[config.mk]
export PLATFORM = sky130hd
export DESIGN_NAME = vector_alu_seq_flat
export DESIGN_NICKNAME = d
export VERILOG_FILES = /design/src/rtl/vector_alu_seq_if.sv /design/src/rtl/vector_alu_seq.sv /design/src/flat_wrapper.sv
export SDC_FILE = /design/constraint.sdc
export NUM_CORES = 1
export LEC_CHECK = 0
export CAP_MARGIN = 20
export CORE_ASPECT_RATIO = 1.5
export CORE_MARGIN = 5
export CORE_UTILIZATION = 55
export CTS_CLUSTER_SIZE = 8
export DETAILED_ROUTE_END_ITERATION = 7
export PLACE_DENSITY = 0.91
export SKIP_LAST_GASP = 1
export SLEW_MARGIN = 10
export SYNTH_ARGS = -nofsm -noshare
export SYNTH_HDL_FRONTEND = slang
export SYNTH_SLANG_ARGS = --single-unit
[constraint.sdc]
create_clock -name clk -period 16.93 [get_ports clk]
set_input_delay 3.386 -clock clk [delete_from_list [all_inputs] [get_ports clk]]
set_output_delay 3.386 -clock clk [all_outputs]
set_load 0.1 [all_outputs]
[src/rtl/vector_alu_seq_if.sv]
// Request/response bundle for the sequential vector ALU.
// Master drives the operation request; slave returns busy/done, results and flags.
// No flow control beyond start/busy: a start seen while busy is dropped.
interface vector_alu_seq_if #(
    parameter int LANES = 5,
    parameter int WIDTH = 32
);
    logic                     start;
    logic                     vmode;
    logic [2:0]               ALUOp;
    logic [WIDTH-1:0]         imm32;
    logic [LANES*WIDTH-1:0]   va;
    logic [LANES*WIDTH-1:0]   vb;
    logic                     busy;
    logic                     done;
    logic [LANES*WIDTH-1:0]   result;
    logic [3:0]               ALUFlags;

    modport master (
        output start, vmode, ALUOp, imm32, va, vb,
        input  busy, done, result, ALUFlags
    );

    modport slave (
        input  start, vmode, ALUOp, imm32, va, vb,
        output busy, done, result, ALUFlags
    );
endinterface

[src/rtl/vector_alu_seq.sv]
// Vector ALU: one shared scalar datapath walks LANES elements, one lane per cycle.
// Latency LANES cycles from accepting edge to done; one op per LANES+1 cycles back-to-back.
// No queuing: start is only honoured in IDLE/DONE, ignored while busy.
module vector_alu_seq #(
    parameter int LANES = 5,
    parameter int WIDTH = 32
) (
    input  logic              clk,
    input  logic              reset,
    vector_alu_seq_if.slave   bus
);
    localparam int IDX_W = (LANES > 1) ? $clog2(LANES) : 1;
    localparam int VW    = LANES * WIDTH;

    typedef enum logic [1:0] {IDLE, RUN, DONE} state_t;

    state_t             state_q, state_d;
    logic [IDX_W-1:0]   idx_q, idx_d;
    logic [VW-1:0]      va_q, va_d, vb_q, vb_d;
    logic [VW-1:0]      buf_q, buf_d, result_q, result_d;
    logic [WIDTH-1:0]   imm_q, imm_d;
    logic               vmode_q, vmode_d;
    logic [2:0]         op_q, op_d;
    logic               acc_n_q, acc_n_d, acc_z_q, acc_z_d;
    logic               acc_c_q, acc_c_d, acc_v_q, acc_v_d;
    logic [3:0]         flags_q, flags_d;

    logic [WIDTH-1:0]   lane_a, lane_b, lane_res;
    logic [WIDTH:0]     sum, diff;
    logic               lane_n, lane_z, lane_c, lane_v;

    // Shared scalar datapath for the lane selected by idx_q.
    always_comb begin
        lane_a   = va_q[idx_q*WIDTH +: WIDTH];
        lane_b   = vmode_q ? vb_q[idx_q*WIDTH +: WIDTH] : imm_q;
        sum      = {1'b0, lane_a} + {1'b0, lane_b};
        diff     = {1'b0, lane_a} - {1'b0, lane_b};
        lane_res = '0;
        lane_c   = 1'b0;
        lane_v   = 1'b0;
        case (op_q)
            3'b000: begin
                lane_res = sum[WIDTH-1:0];
                lane_c   = sum[WIDTH];
                lane_v   = (lane_a[WIDTH-1] == lane_b[WIDTH-1]) &&
                           (lane_res[WIDTH-1] != lane_a[WIDTH-1]);
            end
            3'b001: begin
                lane_res = diff[WIDTH-1:0];
                lane_c   = ~diff[WIDTH];   // carry means "no borrow"
                lane_v   = (lane_a[WIDTH-1] != lane_b[WIDTH-1]) &&
                           (lane_res[WIDTH-1] != lane_a[WIDTH-1]);
            end
            3'b010:  lane_res = lane_a & lane_b;
            3'b011:  lane_res = lane_a | lane_b;
            3'b100:  lane_res = lane_a ^ lane_b;
            3'b101:  lane_res = {{(WIDTH-1){1'b0}}, ($signed(lane_a) < $signed(lane_b))};
            3'b110:  lane_res = {{(WIDTH-1){1'b0}}, (lane_a < lane_b)};
            default: lane_res = lane_a;
        endcase
        lane_n = lane_res[WIDTH-1];
        lane_z = (lane_res == '0);
    end

    always_comb begin
        state_d  = state_q;
        idx_d    = idx_q;
        va_d     = va_q;
        vb_d     = vb_q;
        imm_d    = imm_q;
        vmode_d  = vmode_q;
        op_d     = op_q;
        buf_d    = buf_q;
        result_d = result_q;
        flags_d  = flags_q;
        acc_n_d  = acc_n_q;
        acc_z_d  = acc_z_q;
        acc_c_d  = acc_c_q;
        acc_v_d  = acc_v_q;
        case (state_q)
            IDLE, DONE: begin
                state_d = IDLE;
                if (bus.start) begin
                    va_d    = bus.va;
                    vb_d    = bus.vb;
                    imm_d   = bus.imm32;
                    vmode_d = bus.vmode;
                    op_d    = bus.ALUOp;
                    idx_d   = '0;
                    acc_n_d = 1'b0;
                    acc_z_d = 1'b1;
                    acc_c_d = 1'b0;
                    acc_v_d = 1'b0;
                    state_d = RUN;
                end
            end
            RUN: begin
                buf_d[idx_q*WIDTH +: WIDTH] = lane_res;
                acc_n_d = acc_n_q | lane_n;
                acc_z_d = acc_z_q & lane_z;
                acc_c_d = acc_c_q | lane_c;
                acc_v_d = acc_v_q | lane_v;
                if (idx_q == IDX_W'(LANES-1)) begin
                    // Commit includes the lane being written this cycle.
                    result_d = buf_d;
                    flags_d  = {acc_n_d, acc_z_d, acc_c_d, acc_v_d};
                    state_d  = DONE;
                end else begin
                    idx_d = idx_q + 1'b1;
                end
            end
            default: state_d = IDLE;
        endcase
    end

    always_ff @(posedge clk or negedge reset) begin
        if (!reset) begin
            state_q  <= IDLE;
            idx_q    <= '0;
            va_q     <= '0;
            vb_q     <= '0;
            imm_q    <= '0;
            vmode_q  <= 1'b0;
            op_q     <= 3'b000;
            buf_q    <= '0;
            result_q <= '0;
            flags_q  <= 4'b0000;
            acc_n_q  <= 1'b0;
            acc_z_q  <= 1'b0;
            acc_c_q  <= 1'b0;
            acc_v_q  <= 1'b0;
        end else begin
            state_q  <= state_d;
            idx_q    <= idx_d;
            va_q     <= va_d;
            vb_q     <= vb_d;
            imm_q    <= imm_d;
            vmode_q  <= vmode_d;
            op_q     <= op_d;
            buf_q    <= buf_d;
            result_q <= result_d;
            flags_q  <= flags_d;
            acc_n_q  <= acc_n_d;
            acc_z_q  <= acc_z_d;
            acc_c_q  <= acc_c_d;
            acc_v_q  <= acc_v_d;
        end
    end

    assign bus.busy     = (state_q == RUN);
    assign bus.done     = (state_q == DONE);
    assign bus.result   = result_q;
    assign bus.ALUFlags = flags_q;
endmodule

[src/flat_wrapper.sv]
// flat-port wrapper written by rule: the top's interface ports become plain ports
module vector_alu_seq_flat 
#(
    parameter int LANES = 5,
    parameter int WIDTH = 32
)
  (clk, reset, bus_start, bus_vmode, bus_ALUOp, bus_imm32, bus_va, bus_vb, bus_busy, bus_done, bus_result, bus_ALUFlags);
  vector_alu_seq_if #(.LANES(LANES), .WIDTH(WIDTH)) bus_i ();
  input  logic clk;
  input  logic reset;
  input wire logic [$bits(bus_i.start)-1:0] bus_start;
  input wire logic [$bits(bus_i.vmode)-1:0] bus_vmode;
  input wire logic [$bits(bus_i.ALUOp)-1:0] bus_ALUOp;
  input wire logic [$bits(bus_i.imm32)-1:0] bus_imm32;
  input wire logic [$bits(bus_i.va)-1:0] bus_va;
  input wire logic [$bits(bus_i.vb)-1:0] bus_vb;
  output wire logic [$bits(bus_i.busy)-1:0] bus_busy;
  output wire logic [$bits(bus_i.done)-1:0] bus_done;
  output wire logic [$bits(bus_i.result)-1:0] bus_result;
  output wire logic [$bits(bus_i.ALUFlags)-1:0] bus_ALUFlags;
  assign bus_i.start = bus_start;
  assign bus_i.vmode = bus_vmode;
  assign bus_i.ALUOp = bus_ALUOp;
  assign bus_i.imm32 = bus_imm32;
  assign bus_i.va = bus_va;
  assign bus_i.vb = bus_vb;
  assign bus_busy = bus_i.busy;
  assign bus_done = bus_i.done;
  assign bus_result = bus_i.result;
  assign bus_ALUFlags = bus_i.ALUFlags;
  vector_alu_seq #(.LANES(LANES), .WIDTH(WIDTH)) u_core (.clk(clk), .reset(reset), .bus(bus_i));
endmodule
==> results of run 1 <==
==> sequential cells by signal, indices dropped and copies added (netlist names), 2 cells and up <==
name	flops
u_core.bus.result	160
u_core.bus.ALUFlags	4
u_core.op_q	3
u_core.vb_q	160
u_core.buf_q	160
u_core.state_q	2
u_core.va_q	160
u_core.imm_q	32
u_core.idx_q	3
==> cells by family (layout without fill, tap and decap cells) <==
family | Yosys count | count (layout)
AND/OR/NAND/NOR | 1897 | 1897
AO/OA/AOI/OAI | 898 | 898
flip-flops | 689 | 689
buffers and inverters | 405 | 808
multiplexers | 202 | 202
adder cells (fa/ha/maj) | 106 | 106
XOR/XNOR | 14 | 14
other | 0 | 18
==> routing by layer <==
layer	GRT usage [%]	share of wire (%)	vias up
li1	-	-	14900
met1	42.8	34	16100
met2	61.9	48	2008
met3	5.92	7.8	554
met4	29.5	9.6	0
met5	0	0	-
==> through the flow <==
step | hold slack, ns | setup slack (ns) | area, sq um | utilization (%)
4_1_cts | 0.473 | 9.66 | 44200 | 68.6
3_5_place_dp | 0.459 | 9.74 | 41700 | 64.6
6_report | 0.472 | 9.62 | 44300 | 68.7
3_3_place_gp | 0.453 | 9.78 | 41700 | 64.6
5_1_grt | 0.485 | 9.07 | 44300 | 68.7
2_1_floorplan | 0.438 | 10.55 | 35800 | -
==> final timing paths <==
kind / from / endpoint / cells past startpoint
max: u_core.idx_q[0]$_DFFE_PN0P_ / u_core.acc_z_q$_DFFE_PN0P_ / 19
min: u_core.va_q[142]$_DFFE_PN0P_ / u_core.va_q[142]$_DFFE_PN0P_ / 2
max reg2reg: u_core.idx_q[0]$_DFFE_PN0P_ / u_core.acc_z_q$_DFFE_PN0P_ / 19
min reg2reg: u_core.va_q[142]$_DFFE_PN0P_ / u_core.va_q[142]$_DFFE_PN0P_ / 2
max in group asynchronous: reset / u_core.op_q[1]$_DFFE_PN0P_ / 3
min in group asynchronous: reset / u_core.vb_q[142]$_DFFE_PN0P_ / 1
==> worst register-to-register path, stage by stage, from the launching register on <==
cell       delay, ns
dfrtp_4         0.93
buf_4           0.80
mux4_2          0.61
a22oi_1         0.17
a21o_1          0.19
inv_1           0.07
ha_1            0.25
fa_1            0.46
and2b_1         0.29
o211ai_1        0.18
a2111oi_0       1.01
o21ai_0         0.17
nand3_1         0.13
a32oi_1         0.12
buf_4           0.22
nor4bb_1        0.26
nand4_1         0.13
or4b_1          0.50
or4_1           0.43
o31ai_1         0.28
==> placed cells by master (no fill, tap or decap), drive strengths merged, types with 11 or more instances in the layout <==
cell / n
a211oi: 24
a21o: 46
a21oi: 217
a22oi: 40
a31oi: 22
buf: 71
clkbuf: 101
clkdlybuf4s50: 523
dfrtp: 689
diode: 18
ha: 104
inv: 107
mux2: 47
mux2i: 122
mux4: 33
nand2: 1455
nand2b: 22
nand3: 24
nand4: 18
nor2: 245
nor2b: 28
nor3: 30
nor4: 11
o211ai: 12
o21ai: 365
o21bai: 14
o22ai: 27
o31ai: 27
or2: 15
xnor2: 12
==> layout make-up <==
type	count	area, sq um	share of cell area [%]
clock buffers	101	2420	5.47
repair buffers	594	5820	13.1
well taps	870	1090	2.46
clock inverters	9	126	0.285
multi-input cells	3117	17100	38.7
inverters	104	390	0.882
flip-flops and latches	689	17300	39.0
diodes	18	45.0	0.102
==> summary.txt, run 1 <==
Clock tree
  – CTS Root Cell: clkbuf_16
  – H-tree levels: 3
  – Resized Gates After CTS: 0
  – Max clock buf depth: 3
  – CTS sink cnt: 689
  – Later-pin clock latency in the skew report: 0.66 ns
  – Number of setup buffers added after CTS: 0
  – Worst-path clk slew: 0.06 ns
  – Hold Buf Count CTS: 0
  – CTS tree: done
  – CTS Buf Count: 96

Timing
  – Fin crit share: 43.2%
  – Clk_skew: 0.0389 ns
  – Max Fclk: 137 MHz
  – Worst slew pin tran: 1.13 ns
  – RSZ-0062 raised after global routing: no
  – TNS Setup: 0 ns
  – Period minus WS final: 7.31 ns
  – Max-slew headroom: 22.7%
  – Fin. Hold Viols: 0
  – Final setup fails: 0
  – Max-slew violation count: 0

Logic synthesis
  – Number of flops mapped to enable cells by yosys: 0
  – Net Count, Synth: 4676
  – Register area share after synthesis: 48.1%
  – Cells after Synth: 4211
  – Synth Area in XOR/XNOR: 0.342%
  – Mean Syn Cell Area: 8.51 sq um
  – Mux contribution to synthesized area: 6.96%
  – Synth Cell Area: 0.0358 sq mm
  – Yosys cell types: 88
  – Area share of the largest cell type after synthesis: 48.1%
  – Number of synthesized register bits: 689
  – Synth area leaders: dfrtp_1, nand2_1, o21ai_0
  – Yosys top cell by area: dfrtp_1
  – Top cells by count, synth: nand2_1, dfrtp_1, o21ai_0, clkbuf_1, nor2_1
  – Simple-Gate Fraction of Synth Area: 21.3%
  – Main combinational cell family by area after synthesis: simple AND/OR/NAND/NOR gates
  – Ys flop type: dfrtp_1
  – Synth warn: 0
  – Adder-Cell Fraction of Synth Area: 3.74%
  – Most numerous cell in the Yosys netlist: nand2_1
  – Synth Area in Compound Gates: 15.1%
  – Post-synth ARST share: 100%

Place
  – Post-placement cell count: 5373
  – Post-DP HPWL: 94.5 mm
  – Placer Congestion: 1.02
  – PortBufs: 524

Final layout
  – Area grow syn2layout: 23.6%
  – Non-Filler Instances: 5502
  – Layout cell share with drive strength beyond 1: 6.74%
  – Final net count: 5067
  – Fill cells: 4711

Global route
  – Tot GR Track Use: 37.3%
  – Initial antenna violation count: 16
  – Vias in the first global route: 33700
  – First-pass GRT wire length: 201 mm
  – GRT overflow: 0
  – Largest net degree at the start of global routing: 179

Worst setup path
  – Crit path max fanout: 66
  – Worst Path Class, Setup: reg -> reg
  – CP top delay family: compound AO/OA/AOI/OAI gates
  – Slowest CP cell: a2111oi_0
  – Critical Path Max Stage Delay: 1.01 ns
  – Worst Setup End Kind: flop
  – CP Launch Type: flop
  – Worst EP required: 17.48 ns
  – WP buf/inv: 3
  – Reg2reg setup slack: 9.62 ns
  – Most used cell, CP: buf_4
  – CP arrival: 7.87 ns
  – Crit-path cells: buf_4, mux4_2, a22oi_1, a21o_1, inv_1, ha_1, fa_1, and2b_1, o211ai_1, a2111oi_0, o21ai_0, nand3_1, a32oi_1, buf_4, nor4bb_1, nand4_1, or4b_1, or4_1, o31ai_1

Detailed routing
  – Total Routed Length: 135 mm
  – DRC viols: 0
  – Iteration count of the initial detailed-routing pass: 7
  – Routed Antenna Nets: 0
  – DRT iter0 DRCs: 4286
  – WL per Instance: 24.5 um
  – Vias per inst: 6.09
  – Vias: 33500

Floorplanning
  – Die Footprint: 0.0705 sq mm
  – Die W: 218 um
  – Starting Density: 55.6%
  – Ports: 525
  – CORE AREA: 0.0645 sq mm
  – Die H: 323 um
  – Row count: 114

Worst hold path
  – Worst min path class: reg -> reg

Job
  – Number of max-cap violations: 0

Run status
  – Status: finished, final reports clean
Power of run 1 is not shown: default switching activity piles up to over one toggle a cycle in this logic, so the estimate is an artifact.
==> run 2, diff against run 1 <==
Settings changed: CORE_UTILIZATION 55 to 50, PLACE_DENSITY 0.91 to 0.87.
Clock period 16.93 ns to 6.26 ns, I/O delays scaled along.
==> run 2 against run 1 <==
Compared with the run above: critical path depth is the same; worst setup slack lost 9.3 ns; flip-flop and latch count is the same; fmax grew 22%; non-clock buffer count grew 53; highest routed layer is now met5; wire length shrank 0.88%; final cell count grew 1.6%.
==> summary.txt, run 2 (synthesis results as in run 1) <==
Run status
  – Status: finished, final reports clean

Timing
  – Hold_ws: 0.467 ns (-0.00450 ns)
  – TNS Setup: 0 ns (unchanged)
  – Max Fclk: 167 MHz (+22%)
  – Max-slew headroom: 24.1% (+1.4 points)
  – Period minus WS final: 5.98 ns (-1.33 ns)
  – Final setup fails: 0 (unchanged)
  – Fin. Hold Viols: 0 (unchanged)
  – Fin crit share: 95.6% (+52 points)
  – RSZ-0062 raised after global routing: no
  – Worst slew pin tran: 1.14 ns (+0.00783 ns)
  – Clk_skew: 0.0357 ns (-0.00326 ns)
  – Max-slew violation count: 0 (unchanged)
  – Setup WS post-layout: 0.276 ns (-9.34 ns)

Worst setup path
  – CP arrival: 6.54 ns (-1.33 ns)
  – CP Launch Type: flop
  – Worst EP required: 6.82 ns (-10.66 ns)
  – Worst setup startpoint: u_core.idx_q[0]$_DFFE_PN0P_
  – Worst r2r src: u_core.idx_q[0]$_DFFE_PN0P_
  – Worst Setup End Kind: flop
  – Crit path max fanout: 44 (-33%)
  – Worst Path Class, Setup: reg -> reg

Clock tree
  – Later-pin clock latency in the skew report: 0.67 ns (about the same)
  – H-tree levels: 3 (unchanged)
  – Max clock buf depth: 3 (unchanged)
  – CTS sink cnt: 689 (unchanged)
  – CTS Root Cell: clkbuf_16
  – CTS Buf Count: 96 (unchanged)
  – CTS tree: done
  – Worst-path clk slew: 0.06 ns (about the same)

Place
  – DP Worst Slack: 0.236 ns (-9.51 ns)
  – Post-DP HPWL: 96.3 mm (+1.9%)
  – PortBufs: 524 (unchanged)
  – Placer Congestion: 1.02 (+0.27%)

Detailed routing
  – Total Routed Length: 134 mm (-0.88%)
  – Routed Antenna Nets: 0 (unchanged)
  – WL per Instance: 23.9 um (-2.4%)
  – Vias per inst: 5.93 (-2.7%)
  – Vias: 33100 (-1.2%)
  – Iteration count of the initial detailed-routing pass: 7 (unchanged)
  – DRC viols: 0 (unchanged)
  – DRT iter0 DRCs: 3728 (-13%)

Global route
  – Vias in the first global route: 33200 (-1.4%)
  – GRT overflow: 0 (unchanged)
  – Largest net degree at the start of global routing: 227 (+27%)
  – Tot GR Track Use: 33.6% (-3.7 points)
  – Initial antenna violation count: 7 (-9)
  – First-pass GRT wire length: 200 mm (-0.61%)

Final layout
  – Most frequent cells in the layout: nand2_1, dfrtp_1, clkdlybuf4s50_1
  – Final net count: 5120 (+1.0%)
  – Area grow syn2layout: 25.2%
  – Most common cell after layout, fill and taps aside: nand2_1
  – Final core occ: 62.9% (-5.8 points)
  – Layout cell share with drive strength beyond 1: 7.86% (+1.1 points)

Floorplanning
  – Die Footprint: 0.0772 sq mm (+9.6%)
  – Die H: 338 um (+4.7%)
  – Die W: 229 um (+4.7%)
  – CORE AREA: 0.0713 sq mm (+11%)
  – Starting Density: 50.2% (-5.3 points)
  – Row count: 120 (+5.3%)
  – Ports: 525 (unchanged)

Job
  – Number of max-cap violations: 0 (unchanged)

Worst hold path
  – Worst min path class: reg -> reg
  – HP Start: u_core.bus.ALUFlags[0]$_DFFE_PN0P_
run 2: cell types whose count changed in the layout (fill, tap and decap cells not counted), sizes merged, moves of 2 or more:
cell    previous run  this run
buf               71       125
diode             18         6
inv              107       102
clkbuf           101       103
clkinv             6         8
run 2: layer usage:
| layer | share of wire [%] | GRT usage (%) | up-vias |
|---|---|---|---|
| met1 | 35 | 38.3 | 16000 |
| met3 | 7.5 | 6.04 | 485 |
| met5 | 0.0090 | 0 | - |
| li1 | - | - | 15000 |
| met4 | 8.9 | 24.8 | 2 |
| met2 | 48 | 56.8 | 1698 |
run 2: path summary, 6_finish.rpt:
path	endpoint	slack (ns)	cells past startpoint
max	u_core.acc_z_q$_DFFE_PN0P_	0.28	19
min	u_core.bus.ALUFlags[0]$_DFFE_PN0P_	0.47	2
max reg2reg	u_core.acc_z_q$_DFFE_PN0P_	0.28	19
min reg2reg	u_core.bus.ALUFlags[0]$_DFFE_PN0P_	0.47	2
max in group asynchronous	u_core.op_q[1]$_DFFE_PN0P_	4.24	2
min in group asynchronous	u_core.bus.result[110]$_DFFE_PN0P_	0.63	1
run 2: timing repair:
item                                    CTS  global route
hold endpoints to repair                  0             0
gates resized for setup                   0             1
endpoints found under the setup margin    0             2
setup buffers                             0             8
hold buffers                              0             0
run 2: stage by stage:
step,instance area [sq um],std cells
5_1_grt,44900,5587
3_5_place_dp,42200,5464
6_report,44900,5588
2_1_floorplan,35800,4211
3_3_place_gp,42200,5464
4_1_cts,44800,5574
run 2: area by class of cell:
| cell class | instances | area (sq um) |
|---|---|---|
| clock buffer | 103 | 2450 |
| fill | 5674 | 26500 |
| tap | 915 | 1140 |
| multi-input combinational | 3117 | 17100 |
| sequential | 689 | 17300 |
| clock inverter | 7 | 159 |
| inverter | 104 | 390 |
| timing repair buffer | 647 | 6310 |
| antenna | 6 | 15.0 |
run 2: critical path, stage by stage, from the launching register on:
cell and delay, ns:
dfrtp_4 0.57, buf_4 0.18, buf_12 0.25, mux2i_1 0.26
nor2_1 0.07, a21oi_1 0.22, buf_4 0.19, inv_1 0.06
ha_1 0.52, and2_1 0.26, nand4_1 0.13, a21oi_1 0.44
o21ai_0 0.22, o22ai_1 0.50, a41o_1 0.33, a2bb2oi_1 0.41
or4_1 0.18, a32oi_1 0.19, or4_1 0.59, o31ai_1 0.24
Power of run 2 is left out for the same reason.
